**src/rtl/rx_flag_destuff_if.sv**
```systemverilog
// Signal bundle between the serial HDLC line and the Rx controller.
// master drives the line and consumes results; slave is the receive front end.
interface rx_flag_destuff_if #(
  parameter int LEN_W = 8
);
  logic             rx;
  logic             flag_detect;
  logic             abort_detect;
  logic             idle;
  logic             valid_frame;
  logic             eof;
  logic             frame_error;
  logic [7:0]       data;
  logic             new_byte;
  logic [LEN_W-1:0] frame_len;

  modport master (
    output rx,
    input  flag_detect, abort_detect, idle, valid_frame, eof, frame_error,
           data, new_byte, frame_len
  );

  modport slave (
    input  rx,
    output flag_detect, abort_detect, idle, valid_frame, eof, frame_error,
           data, new_byte, frame_len
  );
endinterface

```
**src/rtl/rx_flag_destuff.sv**
```systemverilog
// HDLC receive front end: flag/abort/idle detection, zero destuffing, byte assembly, frame strobes.
// Optional idle detection is enabled by defining RX_IDLE_DETECT_EN.
module rx_flag_destuff #(
  parameter int LEN_W     = 8,
  parameter int FCS_BYTES = 2
) (
  input  logic             clk,
  input  logic             rst_n,
  rx_flag_destuff_if.slave bus
);
  localparam logic [7:0]       FLAG_PAT  = 8'h7E;
  localparam logic [7:0]       ABORT_PAT = 8'hFE;
  localparam logic [LEN_W-1:0] LEN_MAX   = '1;
  localparam logic [LEN_W-1:0] FCS_LIM   = LEN_W'(FCS_BYTES);

  typedef enum logic [1:0] {HUNT, OPEN, ACTIVE, CLOSE} state_t;

  state_t           state;
  logic [7:0]       sr;
  logic [7:0]       vmask;
  logic [7:0]       shreg;
  logic [7:0]       data_q;
  logic [2:0]       ones;
  logic [2:0]       bit_cnt;
  logic [LEN_W-1:0] byte_cnt;
  logic             flag_det;
  logic             abort_det;
  logic             idle_q;
  logic             new_byte_q;
  logic             odd_bits;
  logic             valid_q;
  logic             eof_q;
  logic             ferr_q;
  logic             close_abort;
  logic             flag_hit;
  logic             abort_hit;
  logic             take;

  assign flag_hit  = (sr == FLAG_PAT);
  assign abort_hit = (sr == ABORT_PAT);
  // The bit leaving sr[0] on a match edge is the first pattern bit, so the match itself masks it.
  assign take      = vmask[0] && (state == OPEN || state == ACTIVE);

  // Delay line, bit-valid mask and destuffing/byte assembly.
  always_ff @(posedge clk or negedge rst_n) begin
    if (!rst_n) begin
      sr         <= 8'h00;
      vmask      <= 8'h00;
      shreg      <= 8'h00;
      data_q     <= 8'h00;
      ones       <= 3'd0;
      bit_cnt    <= 3'd0;
      byte_cnt   <= '0;
      flag_det   <= 1'b0;
      abort_det  <= 1'b0;
      new_byte_q <= 1'b0;
      odd_bits   <= 1'b0;
    end else begin
      // NOTE: non-blocking everywhere here, so every branch sees the pre-edge sr/vmask/counters.
      sr         <= {bus.rx, sr[7:1]};
      flag_det   <= flag_hit;
      abort_det  <= abort_hit;
      new_byte_q <= 1'b0;
      if (flag_hit || abort_hit) begin
        vmask    <= 8'h80;
        ones     <= 3'd0;
        bit_cnt  <= 3'd0;
        odd_bits <= (bit_cnt != 3'd0);
      end else begin
        vmask <= {1'b1, vmask[7:1]};
        if (take) begin
          if (!sr[0] && ones == 3'd5) begin
            ones <= 3'd0;
          end else begin
            shreg   <= {sr[0], shreg[7:1]};
            ones    <= sr[0] ? ((ones == 3'd7) ? ones : ones + 3'd1) : 3'd0;
            bit_cnt <= bit_cnt + 3'd1;
            if (bit_cnt == 3'd7) begin
              data_q     <= {sr[0], shreg[7:1]};
              new_byte_q <= 1'b1;
              // A byte completing in OPEN is the first of a new frame; the old length is held until then.
              byte_cnt   <= (state == OPEN) ? LEN_W'(1)
                          : ((byte_cnt == LEN_MAX) ? byte_cnt : byte_cnt + 1'b1);
            end
          end
        end
      end
    end
  end

`ifdef RX_IDLE_DETECT_EN
  localparam logic [7:0] IDLE_PAT = 8'hFF;

  always_ff @(posedge clk or negedge rst_n) begin
    if (!rst_n) idle_q <= 1'b0;
    else        idle_q <= (sr == IDLE_PAT);
  end
`else
  assign idle_q = 1'b0;
`endif

  // Frame FSM, reacting to the registered detect strobes.
  always_ff @(posedge clk or negedge rst_n) begin
    if (!rst_n) begin
      state       <= HUNT;
      close_abort <= 1'b0;
      valid_q     <= 1'b0;
      eof_q       <= 1'b0;
      ferr_q      <= 1'b0;
    end else begin
      eof_q  <= (state == CLOSE);
      ferr_q <= (state == CLOSE) && !close_abort && (odd_bits || byte_cnt <= FCS_LIM);
      case (state)
        HUNT: begin
          if (flag_det) state <= OPEN;
        end
        OPEN: begin
          if (flag_det) begin
            state <= OPEN;
          end else if (abort_det || idle_q) begin
            state <= HUNT;
          end else if (new_byte_q) begin
            state   <= ACTIVE;
            valid_q <= 1'b1;
          end
        end
        ACTIVE: begin
          if (flag_det || abort_det) begin
            state       <= CLOSE;
            close_abort <= !flag_det;
            valid_q     <= 1'b0;
          end
        end
        CLOSE: begin
          state <= close_abort ? HUNT : OPEN;
        end
        default: state <= HUNT;
      endcase
    end
  end

  assign bus.flag_detect  = flag_det;
  assign bus.abort_detect = abort_det;
  assign bus.idle         = idle_q;
  assign bus.valid_frame  = valid_q;
  assign bus.eof          = eof_q;
  assign bus.frame_error  = ferr_q;
  assign bus.data         = data_q;
  assign bus.new_byte     = new_byte_q;
  assign bus.frame_len    = byte_cnt;
endmodule
```
**src/flat_wrapper.sv**
```systemverilog
// flat-port wrapper written by rule: the top's interface ports become plain ports
module rx_flag_destuff_flat 
#(
  parameter int LEN_W     = 8,
  parameter int FCS_BYTES = 2
)
  (clk, rst_n, bus_rx, bus_flag_detect, bus_abort_detect, bus_idle, bus_valid_frame, bus_eof, bus_frame_error, bus_data, bus_new_byte, bus_frame_len);
  rx_flag_destuff_if #(.LEN_W(LEN_W)) bus_i ();
  input  logic clk;
  input  logic rst_n;
  input wire logic [$bits(bus_i.rx)-1:0] bus_rx;
  output wire logic [$bits(bus_i.flag_detect)-1:0] bus_flag_detect;
  output wire logic [$bits(bus_i.abort_detect)-1:0] bus_abort_detect;
  output wire logic [$bits(bus_i.idle)-1:0] bus_idle;
  output wire logic [$bits(bus_i.valid_frame)-1:0] bus_valid_frame;
  output wire logic [$bits(bus_i.eof)-1:0] bus_eof;
  output wire logic [$bits(bus_i.frame_error)-1:0] bus_frame_error;
  output wire logic [$bits(bus_i.data)-1:0] bus_data;
  output wire logic [$bits(bus_i.new_byte)-1:0] bus_new_byte;
  output wire logic [$bits(bus_i.frame_len)-1:0] bus_frame_len;
  assign bus_i.rx = bus_rx;
  assign bus_flag_detect = bus_i.flag_detect;
  assign bus_abort_detect = bus_i.abort_detect;
  assign bus_idle = bus_i.idle;
  assign bus_valid_frame = bus_i.valid_frame;
  assign bus_eof = bus_i.eof;
  assign bus_frame_error = bus_i.frame_error;
  assign bus_data = bus_i.data;
  assign bus_new_byte = bus_i.new_byte;
  assign bus_frame_len = bus_i.frame_len;
  rx_flag_destuff #(.LEN_W(LEN_W), .FCS_BYTES(FCS_BYTES)) u_core (.clk(clk), .rst_n(rst_n), .bus(bus_i));
endmodule
```
**config.mk**
```make
export PLATFORM = sky130hd
export DESIGN_NAME = rx_flag_destuff_flat
export DESIGN_NICKNAME = d
export VERILOG_FILES = /design/src/rtl/rx_flag_destuff_if.sv /design/src/rtl/rx_flag_destuff.sv /design/src/flat_wrapper.sv
export SDC_FILE = /design/constraint.sdc
export NUM_CORES = 1
export LEC_CHECK = 0
export ABC_AREA = 0
export CORE_UTILIZATION = 40
export DETAILED_ROUTE_END_ITERATION = 7
export GPL_TIMING_DRIVEN = 0
export PLACE_DENSITY_LB_ADDON = 0.08
export SLEW_MARGIN = 20
export SYNTH_ARGS = -nofsm -noshare
export SYNTH_HDL_FRONTEND = slang
export SYNTH_SLANG_ARGS = --single-unit
```
**constraint.sdc**
```tcl
create_clock -name clk -period 2.5 [get_ports clk]
set_input_delay 0.5 -clock clk [delete_from_list [all_inputs] [get_ports clk]]
set_output_delay 0.5 -clock clk [all_outputs]
set_load 0.02 [all_outputs]
```
==> metrics, run 1 <==
largest family of logic cells by synthesized area simple AND/OR/NAND/NOR gates; critical path's top delay family buffers and inverters; status completed; Buf+Inv Stages, Crit Path 4; initial antenna violation count 0; # resized after CTS 0; crit path cell chain inv_1 -> ha_1 -> nand2_4 -> nor2b_4 -> buf_6 -> nand3_4 -> inv_4 -> buf_12 -> mux2_4; Synth Area in Adders 0.0645; htree depth 2; Layout Skew 0.0110 ns; clock share of power 0.184; Hold Crit Class in2async; final slew viol count 0; unrepaired setup endpoints after global routing false; Die W around 81 um; Comb pwr share 0.371; CTS tree done; ys flop type dfrtp_1; Switching Fraction 0.354; leakage power 1.34 nW; Avg Vias per Cell 5.15; number of flops mapped to enable cells by yosys 0; largest net degree at the start of global routing 56; final hold viol count 0; mux contribution to synthesized area 0.0774; DR DRC count 0; Data required, critical path 2.70 ns; Area Overhead vs Synth 17.0%; largest cells by area after synthesis dfrtp_1 55%, ha_1 6.5%, mux2_2 5.4%, a21oi_1 2.8%, mux2_4 2.4%; Synth Instances 208; CP max stage cell dfrtp_1; Max Freq roughly 470 MHz; Setup-failing EPs final 0; Max Root-Sink Buffers 2; CTS Sinks 55; clock slew at reported path FFs ~0.1 ns; Core Region 0.00599 mm2; final RePlAce weighted congestion ~0.8; Critical Path End Type flip-flop; antenna-violating nets left 0; register share of total power 0.445; Worst Path Max Fanout 10; Tmin final between 2 and 2.5 ns; WS Path Type reg2reg; drt total wl 4.56 mm; clk_lat worst skew between 0.3 and 0.4 ns; Final WS setup ~0.38 ns; Total GRT Usage 0.157; asr flop ratio synth 1.00; Fillers 559; share of post-route cells with drive strength above 1 0.171; period utilization 0.850; die area approximately 0.0066 mm2; P_sw roughly 1 mW; Crit path largest cell delay roughly 0.43 ns; first-pass GRT wire length approximately 7.7 mm; Pwr Total about 2.8 mW; FF-to-FF setup slack ~0.38 ns; total congestion overflow 0; Compound-Gate Fraction of Synth Area 0.110; Post-CTS Setup Inserts 0; mean cell area of the mapped netlist roughly 12 um2; drt initial violations 80; number of CTS-inserted buffers 5; max_slew headroom 0.542; Pint between 1.5 and 2 mW; Post-Synthesis Cell Area roughly 0.0025 mm2; starting density of the core 0.421; HPWL after DPL around 3.2 mm; antenna cells 0; flops & latches, synth 55; Die H roughly 81 um; Yosys Warn Count 0; TritonRoute pass-1 iters 4; worst r2r src u_core.state[0]$_DFFE_PN0P_; FF-to-FF End u_core.bus.data[6]$_DFFE_PN0P_; port bufs 24; row count 28; Seq/Total Area, Yosys 0.546; max cap viols 0; Place WS 0.371 ns; post-synthesis simple-gate area fraction 0.152; maximum vdd ir drop 0.000520 V; syn nets between 200 and 250; PwrDens 950 mW/mm2; post-synth top area share 0.546; Synth cell types 50; Synth area leader dfrtp_1; CTS root buffer clkbuf_8; vias in the first global route about 1600; post-synthesis xor/xnor area fraction 0.00347; WL per Instance around 14 um; DR vias between 1500 and 2000; R2R cell count 9; cts hold-fix bufs 0; CP arrival roughly 2.3 ns; Final #Nets 255; num ports 26; element type at the critical path start flip-flop; Worst Tran Pin Value around 0.7 ns
==> through the flow <==
step / TNS (ns) / hold slack [ns] / utilization / std cells / area (um2)
after global routing: 0 / 0.286 / 0.492 / 315 / 2950
after floorplan: 0 / 0.204 / - / 208 / 2520
after detailed placement: 0 / 0.351 / 0.476 / 307 / 2850
after CTS: 0 / 0.253 / 0.492 / 315 / 2950
final: 0 / 0.208 / 0.492 / 315 / 2950
after global placement: -46.17 / 0.351 / 0.477 / 307 / 2860
==> sequential cells by signal, summed over array words and instances, names as in the netlist, 3 cells and up, named ones only <==
signal / cells
u_core.sr: 8
u_core.vmask: 8
u_core.bus.frame_len: 8
u_core.bit_cnt: 3
u_core.bus.data: 8
u_core.shreg: 7
u_core.ones: 3
==> worst reg2reg max path, delay by kind of cell, from the launching register on <==
| family | cells | cell delay [ns] |
|---|---|---|
| adders and majority gates | 1 | 0.43 |
| buffers and inverters | 4 | 0.50 |
| DFF | 1 | 0.43 |
| muxes | 1 | 0.30 |
| and+or+nand+nor | 3 | 0.34 |
==> layout by cell type, fill, tap and decap left out, drive strengths merged, types with 7 or more instances in the layout <==
cell,n
nor2,12
nand3,7
buf,8
nand2,15
ha,13
inv,13
clkdlybuf4s50,23
mux2,16
a21oi,14
and2,8
dfrtp,55
==> synthesized netlist by cell type, types with 3 or more instances <==
| master | count |
|---|---|
| inv_1 | 10 |
| ha_1 | 13 |
| nand3_1 | 6 |
| a21oi_1 | 14 |
| nor3_1 | 3 |
| nor4b_1 | 3 |
| nand2_1 | 14 |
| mux2_4 | 4 |
| o21ai_0 | 3 |
| nor2_1 | 11 |
| dfrtp_1 | 55 |
| a41oi_1 | 4 |
| mux2_2 | 12 |
| and2_1 | 8 |
==> cell type report <==
type,instances,area [um2],area share
clock buffers,5,68.8,0.0233
plain buffers,8,67.6,0.0229
repair buffers,24,238,0.0806
clock inverters,3,27.5,0.00933
well taps,75,93.8,0.0318
inverters,11,43.8,0.0148
multi-input cells,134,1030,0.350
flip-flops and latches,55,1380,0.467
==> kinds of logic (layout without fill, tap and decap cells) <==
logic type / after synthesis / in the layout
AND/OR/NAND/NOR: 62 / 62
flip-flops: 55 / 55
AO/OA/AOI/OAI: 40 / 40
buffers and inverters: 19 / 51
multiplexers: 16 / 16
adder cells (fa/ha/maj): 13 / 13
other: 2 / 2
XOR/XNOR: 1 / 1
==> layer usage <==
layer,part of all wire,global-route usage,vias up
met4,0.012,0.0518,0
met1,0.51,0.217,790
li1,-,-,799
met5,0,0,-
met3,0.034,0.0371,5
met2,0.44,0.240,28
==> worst max path at each step <==
stage                                     start                              to  depth (start not counted)  slack, ns
floorplan           u_core.state[0]$_DFFE_PN0P_  u_core.bus.data[3]$_DFFE_PN0P_                          9       0.63
global placement                          rst_n  u_core.bus.data[5]$_DFFE_PN0P_                          1      -0.84
detailed placement  u_core.state[0]$_DFFE_PN0P_  u_core.bus.data[3]$_DFFE_PN0P_                          9       0.37
CTS                 u_core.state[0]$_DFFE_PN0P_  u_core.bus.data[3]$_DFFE_PN0P_                          9       0.34
global route        u_core.state[0]$_DFFE_PN0P_  u_core.bus.data[3]$_DFFE_PN0P_                          9       0.25
finish              u_core.state[0]$_DFFE_PN0P_  u_core.bus.data[6]$_DFFE_PN0P_                          9       0.38
==> power by group through the flow <==
stage	registers [mW]	clock network (mW)	logic (mW)
3_5_place_dp	1.27	0	1.05
3_3_place_gp	1.26	0	1.04
2_1_floorplan	1.32	0	0.663
5_1_grt	1.28	0.574	1.15
6_report	1.25	0.516	1.04
4_1_cts	1.25	0.540	1.06
Power figures use the tool's default switching activity.
==> run 2: changes to the inputs <==
Clock period 2.5 ns to 2.1 ns, I/O delays scaled along.
==> metrics, run 2 (synthesis results as in run 1) <==
Avg Vias per Cell 5.19; first-pass GRT wire length about 7.7 mm; CP max stage cell dfrtp_1; DR DRC count 0; Die H about 80 um; Data required, critical path approximately 2.3 ns; register share of total power 0.436; Comb pwr share 0.383; number of CTS-inserted buffers 5; FF-to-FF End u_core.bus.data[6]$_DFFE_PN0P_; crit path cell chain inv_1 -> ha_4 -> nand2_4 -> nor2b_4 -> buf_6 -> nand3_4 -> inv_4 -> buf_12 -> mux2_4; antenna cells 0; critical path's top delay family buffers and inverters; clock slew at reported path FFs roughly 0.1 ns; largest net degree at the start of global routing between 50 and 60; DR vias 1641; maximum vdd ir drop about 0.00062 V; Critical Path End Type flip-flop; Total GRT Usage 0.157; Switching Fraction 0.353; vias in the first global route between 1500 and 2000; Hold Crit Class in2async; num ports 26; element type at the critical path start flip-flop; drt total wl between 4 and 5 mm; Tmin final around 2.0 ns; TritonRoute pass-1 iters 4; die area between 0.006 and 0.007 mm2; Final #Nets approximately 260; clk_lat worst skew 0.31 ns; CP arrival 2.18 ns; Max Root-Sink Buffers 2; htree depth 2; Fillers approximately 560; Setup-failing EPs final 0; Layout Skew 0.0110 ns; period utilization 0.944; P_sw 1.20 mW; most frequent cells in the layout 55 x dfrtp_1, 23 x clkdlybuf4s50_1, 14 x a21oi_1, 14 x nand2_1; Placed Cells incl. Taps 307; antenna-violating nets left 0; WS Path Type reg2reg; FF-to-FF setup slack approximately 0.12 ns; Non-Filler Instances roughly 320; CTS Sinks between 50 and 60; R2R cell count 9; CTS tree done; port bufs 24; PwrDens 1140 mW/mm2; drt initial violations 85; Pint roughly 2.2 mW; total congestion overflow 0; HPWL after DPL between 3 and 4 mm; Max Freq a little over 500 MHz; Buf+Inv Stages, Crit Path 4; max_slew headroom 0.542; commonest non-fill, non-tap cell in the layout dfrtp_1; Worst Path Max Fanout 10; clock share of power 0.181; status completed; starting density of the core 0.421; WL per Instance around 15 um; final RePlAce weighted congestion 0.803; Final WS setup approximately 0.12 ns; Die W between 80 and 90 um; max cap viols 0; Core Region 0.00599 mm2; unrepaired setup endpoints after global routing false; initial antenna violation count 0; CTS root buffer clkbuf_8; final hold viol count 0; share of post-route cells with drive strength above 1 0.178; leakage power 1.34 nW; final slew viol count 0; Worst Tran Pin Value approximately 0.69 ns; Crit path largest cell delay 0.41 ns; Area Overhead vs Synth 17.8%; row count 28; Place WS -0.0288 ns
run 2: power by group through the flow:
| stage | clock [mW] | sequential, mW | combinational (mW) |
|---|---|---|---|
| 2_1_floorplan | 0 | 1.57 | 0.789 |
| 3_3_place_gp | 0 | 1.51 | 1.24 |
| 3_5_place_dp | 0 | 1.51 | 1.25 |
| 4_1_cts | 0.642 | 1.48 | 1.29 |
| 5_1_grt | 0.683 | 1.52 | 1.44 |
| 6_report | 0.615 | 1.48 | 1.30 |
run 2: through the flow:
stage	power (mW)	hold WS, ns	setup TNS (ns)	cell area (um2)	util
after floorplan	2.36	0.124	0	2520	-
after global placement	2.74	0.351	-63.81	2860	0.477
after detailed placement	2.76	0.351	-0.0866	2850	0.476
after CTS	3.42	0.173	0	2960	0.494
after global routing	3.64	0.206	0	2970	0.496
final	3.39	0.128	0	2970	0.496
run 2: area by class of cell:
cell class / count / area [um2] / area share
Inverter: 11 / 43.8 / 0.0147
Clock buffer: 5 / 68.8 / 0.0232
Sequential cell: 55 / 1380 / 0.464
Clock inverter: 3 / 27.5 / 0.00927
Multi-Input combinational cell: 134 / 1050 / 0.352
Buffer: 8 / 67.6 / 0.0228
Tap cell: 75 / 93.8 / 0.0316
Timing Repair Buffer: 25 / 245 / 0.0826
run 2: worst max-delay path by stage:
stage                                           start                        endpoint  slack, ns  depth (start not counted)
after detailed placement  u_core.state[0]$_DFFE_PN0P_  u_core.bus.data[3]$_DFFE_PN0P_      -0.03                          9
after floorplan           u_core.state[0]$_DFFE_PN0P_  u_core.bus.data[3]$_DFFE_PN0P_       0.23                          9
after global placement                          rst_n  u_core.bus.data[5]$_DFFE_PN0P_      -1.16                          1
after CTS                                   flip-flop  u_core.bus.data[3]$_DFFE_PN0P_       0.03                          9
final                                       flip-flop  u_core.bus.data[6]$_DFFE_PN0P_       0.12                          9
after global routing                        flip-flop  u_core.bus.data[3]$_DFFE_PN0P_       0.03                          9
run 2: worst reg2reg max path: cells and delay by family, from the launching register on:
kind	cells	cell delay (ns)
and+or+nand+nor	3	0.30
DFF	1	0.41
muxes	1	0.30
buffers and inverters	4	0.52
adders and majority gates	1	0.33
run 2: routing by layer:
| metal | part of all wire | up-vias | GRT usage | wire (um) |
|---|---|---|---|---|
| met2 | 0.44 | 34 | 0.240 | 2030 |
| li1 | - | 803 | - | - |
| met5 | 0 | - | 0 | 0 |
| met3 | 0.035 | 5 | 0.0371 | 162 |
| met4 | 0.012 | 0 | 0.0518 | 55 |
| met1 | 0.51 | 799 | 0.218 | 2330 |
run 2: timing repair:
action | 4_1_cts | 5_1_grt
setup endpoints to repair | 4 | 4
gates resized for setup | 1 | 1
setup buffers | 1 | 0
hold buffers | 0 | 0
==> run 3: changes to the inputs <==
Settings changed: DONT_BUFFER_PORTS set to 1.
==> metrics, run 3 (synthesis results as in run 1) <==
status completed; Final #Nets 234; Max Root-Sink Buffers 2; crit path cell chain ha_1 -> nand4_1 -> o2111ai_1 -> nor4b_1 -> a311o_1; DR DRC count 0; Placed Cells incl. Taps approximately 280; WS Path Type reg2reg; initial antenna violation count 0; Max Freq 505 MHz; DR vias around 1600; starting density of the core 0.421; most frequent cells in the layout 54 x dfrtp_1, 14 x a21oi_1, 14 x nand2_1; period utilization 0.944; clock share of power 0.166; Die H a little over 80 um; first-pass GRT wire length ~7.6 mm; setup TNS 0 ns; leakage power 1.26 nW; share of post-route cells with drive strength above 1 0.198; Setup-failing EPs final 0; element type at the critical path start flip-flop; HPWL after DPL 3.22 mm; total congestion overflow 0; Fillers 558; Comb pwr share 0.326; Layout Skew about 0.0064 ns; final slew viol count 0; CP max stage cell dfrtp_1; Data required, critical path 2.29 ns; TritonRoute pass-1 iters 4; Die W 81.4 um; Util after Layout 0.459; row count 28; antenna-violating nets left 0; maximum vdd ir drop roughly 0.00056 V; max cap viols 0; unrepaired setup endpoints after global routing false; commonest non-fill, non-tap cell in the layout dfrtp_1; PwrDens between 1000 and 1500 mW/mm2; CTS Sinks 55; Core Region 0.00599 mm2; Switching Fraction 0.357; number of CTS-inserted buffers 5; Tmin final a little under 2 ns; Worst Path Max Fanout 6; vias in the first global route ~1600; CTS tree done; Critical Path End Type flip-flop; Total GRT Usage 0.154; clock slew at reported path FFs roughly 0.090 ns; num ports 26; port bufs 0; Avg Vias per Cell ~5.6; Area Overhead vs Synth 9.08%; final RePlAce weighted congestion around 0.83; drt initial violations slightly below 90; area post-placement about 0.0026 mm2; Pint between 2 and 2.5 mW; largest net degree at the start of global routing 56; die area 0.00662 mm2; CTS root buffer clkbuf_8; post-layout instance area ~0.0028 mm2; htree depth 2; drt total wl 4.67 mm; WL per Instance around 16 um; antenna cells 0; register share of total power 0.507; Crit path largest cell delay ~0.55 ns; Non-Filler Instances 292; Hold Crit Class in2reg; clk_lat worst skew 0.30 ns; P_sw 1.13 mW; CP arrival roughly 2.2 ns; final hold viol count 0
## run 3: cell types whose count changed in the layout (fill, tap and decap cells not counted), sizes merged
cell and change:
clkdlybuf4s50 -23, dlygate4sd3 +1, inv -2
## run 3: through the flow
| stage | power [mW] | hold slack [ns] | setup WS, ns |
|---|---|---|---|
| after floorplan | 2.36 | 0.124 | 0.228 |
| after global placement | 2.52 | 0.126 | 0.0257 |
| after detailed placement | 2.58 | 0.126 | -0.0198 |
| after CTS | 3.16 | 0.130 | 0.000523 |
| after global routing | 3.40 | 0.121 | 0.0192 |
| final | 3.17 | 0.142 | 0.118 |
## run 3: repair_timing
action | CTS | global route
endpoints found under the setup margin | 4 | 5
pin swaps | 0 | 0
hold endpoints to repair | 55 | 0
setup buffers | 0 | 1
resized for setup | 1 | 3
hold buffers | 2 | 0
## run 3: power by group through the flow
stage / clock (mW) / combinational (mW) / sequential, mW
floorplan: 0 / 0.789 / 1.57
global placement: 0 / 0.909 / 1.62
detailed placement: 0 / 0.954 / 1.63
CTS: 0.557 / 0.995 / 1.61
global route: 0.595 / 1.16 / 1.64
finish: 0.526 / 1.03 / 1.61
## run 3: final timing paths
check	startpoint	to	slack (ns)	depth (start not counted)
min reg2reg	u_core.sr[3]$_DFF_PN0_	u_core.sr[2]$_DFF_PN0_	0.38	0
max	u_core.bus.frame_len[0]$_DFFE_PN0P_	u_core.bus.frame_len[3]$_DFFE_PN0P_	0.12	5
min in group asynchronous	rst_n	async pin	0.63	2
max reg2reg	u_core.bus.frame_len[0]$_DFFE_PN0P_	u_core.bus.frame_len[3]$_DFFE_PN0P_	0.12	5
max in group asynchronous	rst_n	u_core.bus.frame_len[1]$_DFFE_PN0P_	1.23	2
min	bus_rx	u_core.sr[7]$_DFF_PN0_	0.14	0
## run 3: cell type report
type                    instances  area [um2]  share of cell area
clock inverters                 1        7.51             0.00273
clock buffers                   5        68.8              0.0250
repair buffers                  3        45.0              0.0164
plain buffers                   8        67.6              0.0246
multi-input cells             134        1050               0.380
flip-flops and latches         55        1380               0.501
well taps                      75        93.8              0.0341
inverters                      11        43.8              0.0159
## run 3: metal layers
metal / share of wire / up-vias / track usage
met5: 0 / - / 0
li1: - / 751 / -
met3: 0.053 / 9 / 0.0427
met4: 0.019 / 0 / 0.0768
met2: 0.47 / 48 / 0.244
met1: 0.45 / 819 / 0.193
## run 3: critical path: cells and delay by family, from the launching register on
family | cells | cell delay (ns)
compound gates | 2 | 0.65
flops | 1 | 0.55
fa+ha+maj | 1 | 0.35
simple gates | 2 | 0.33
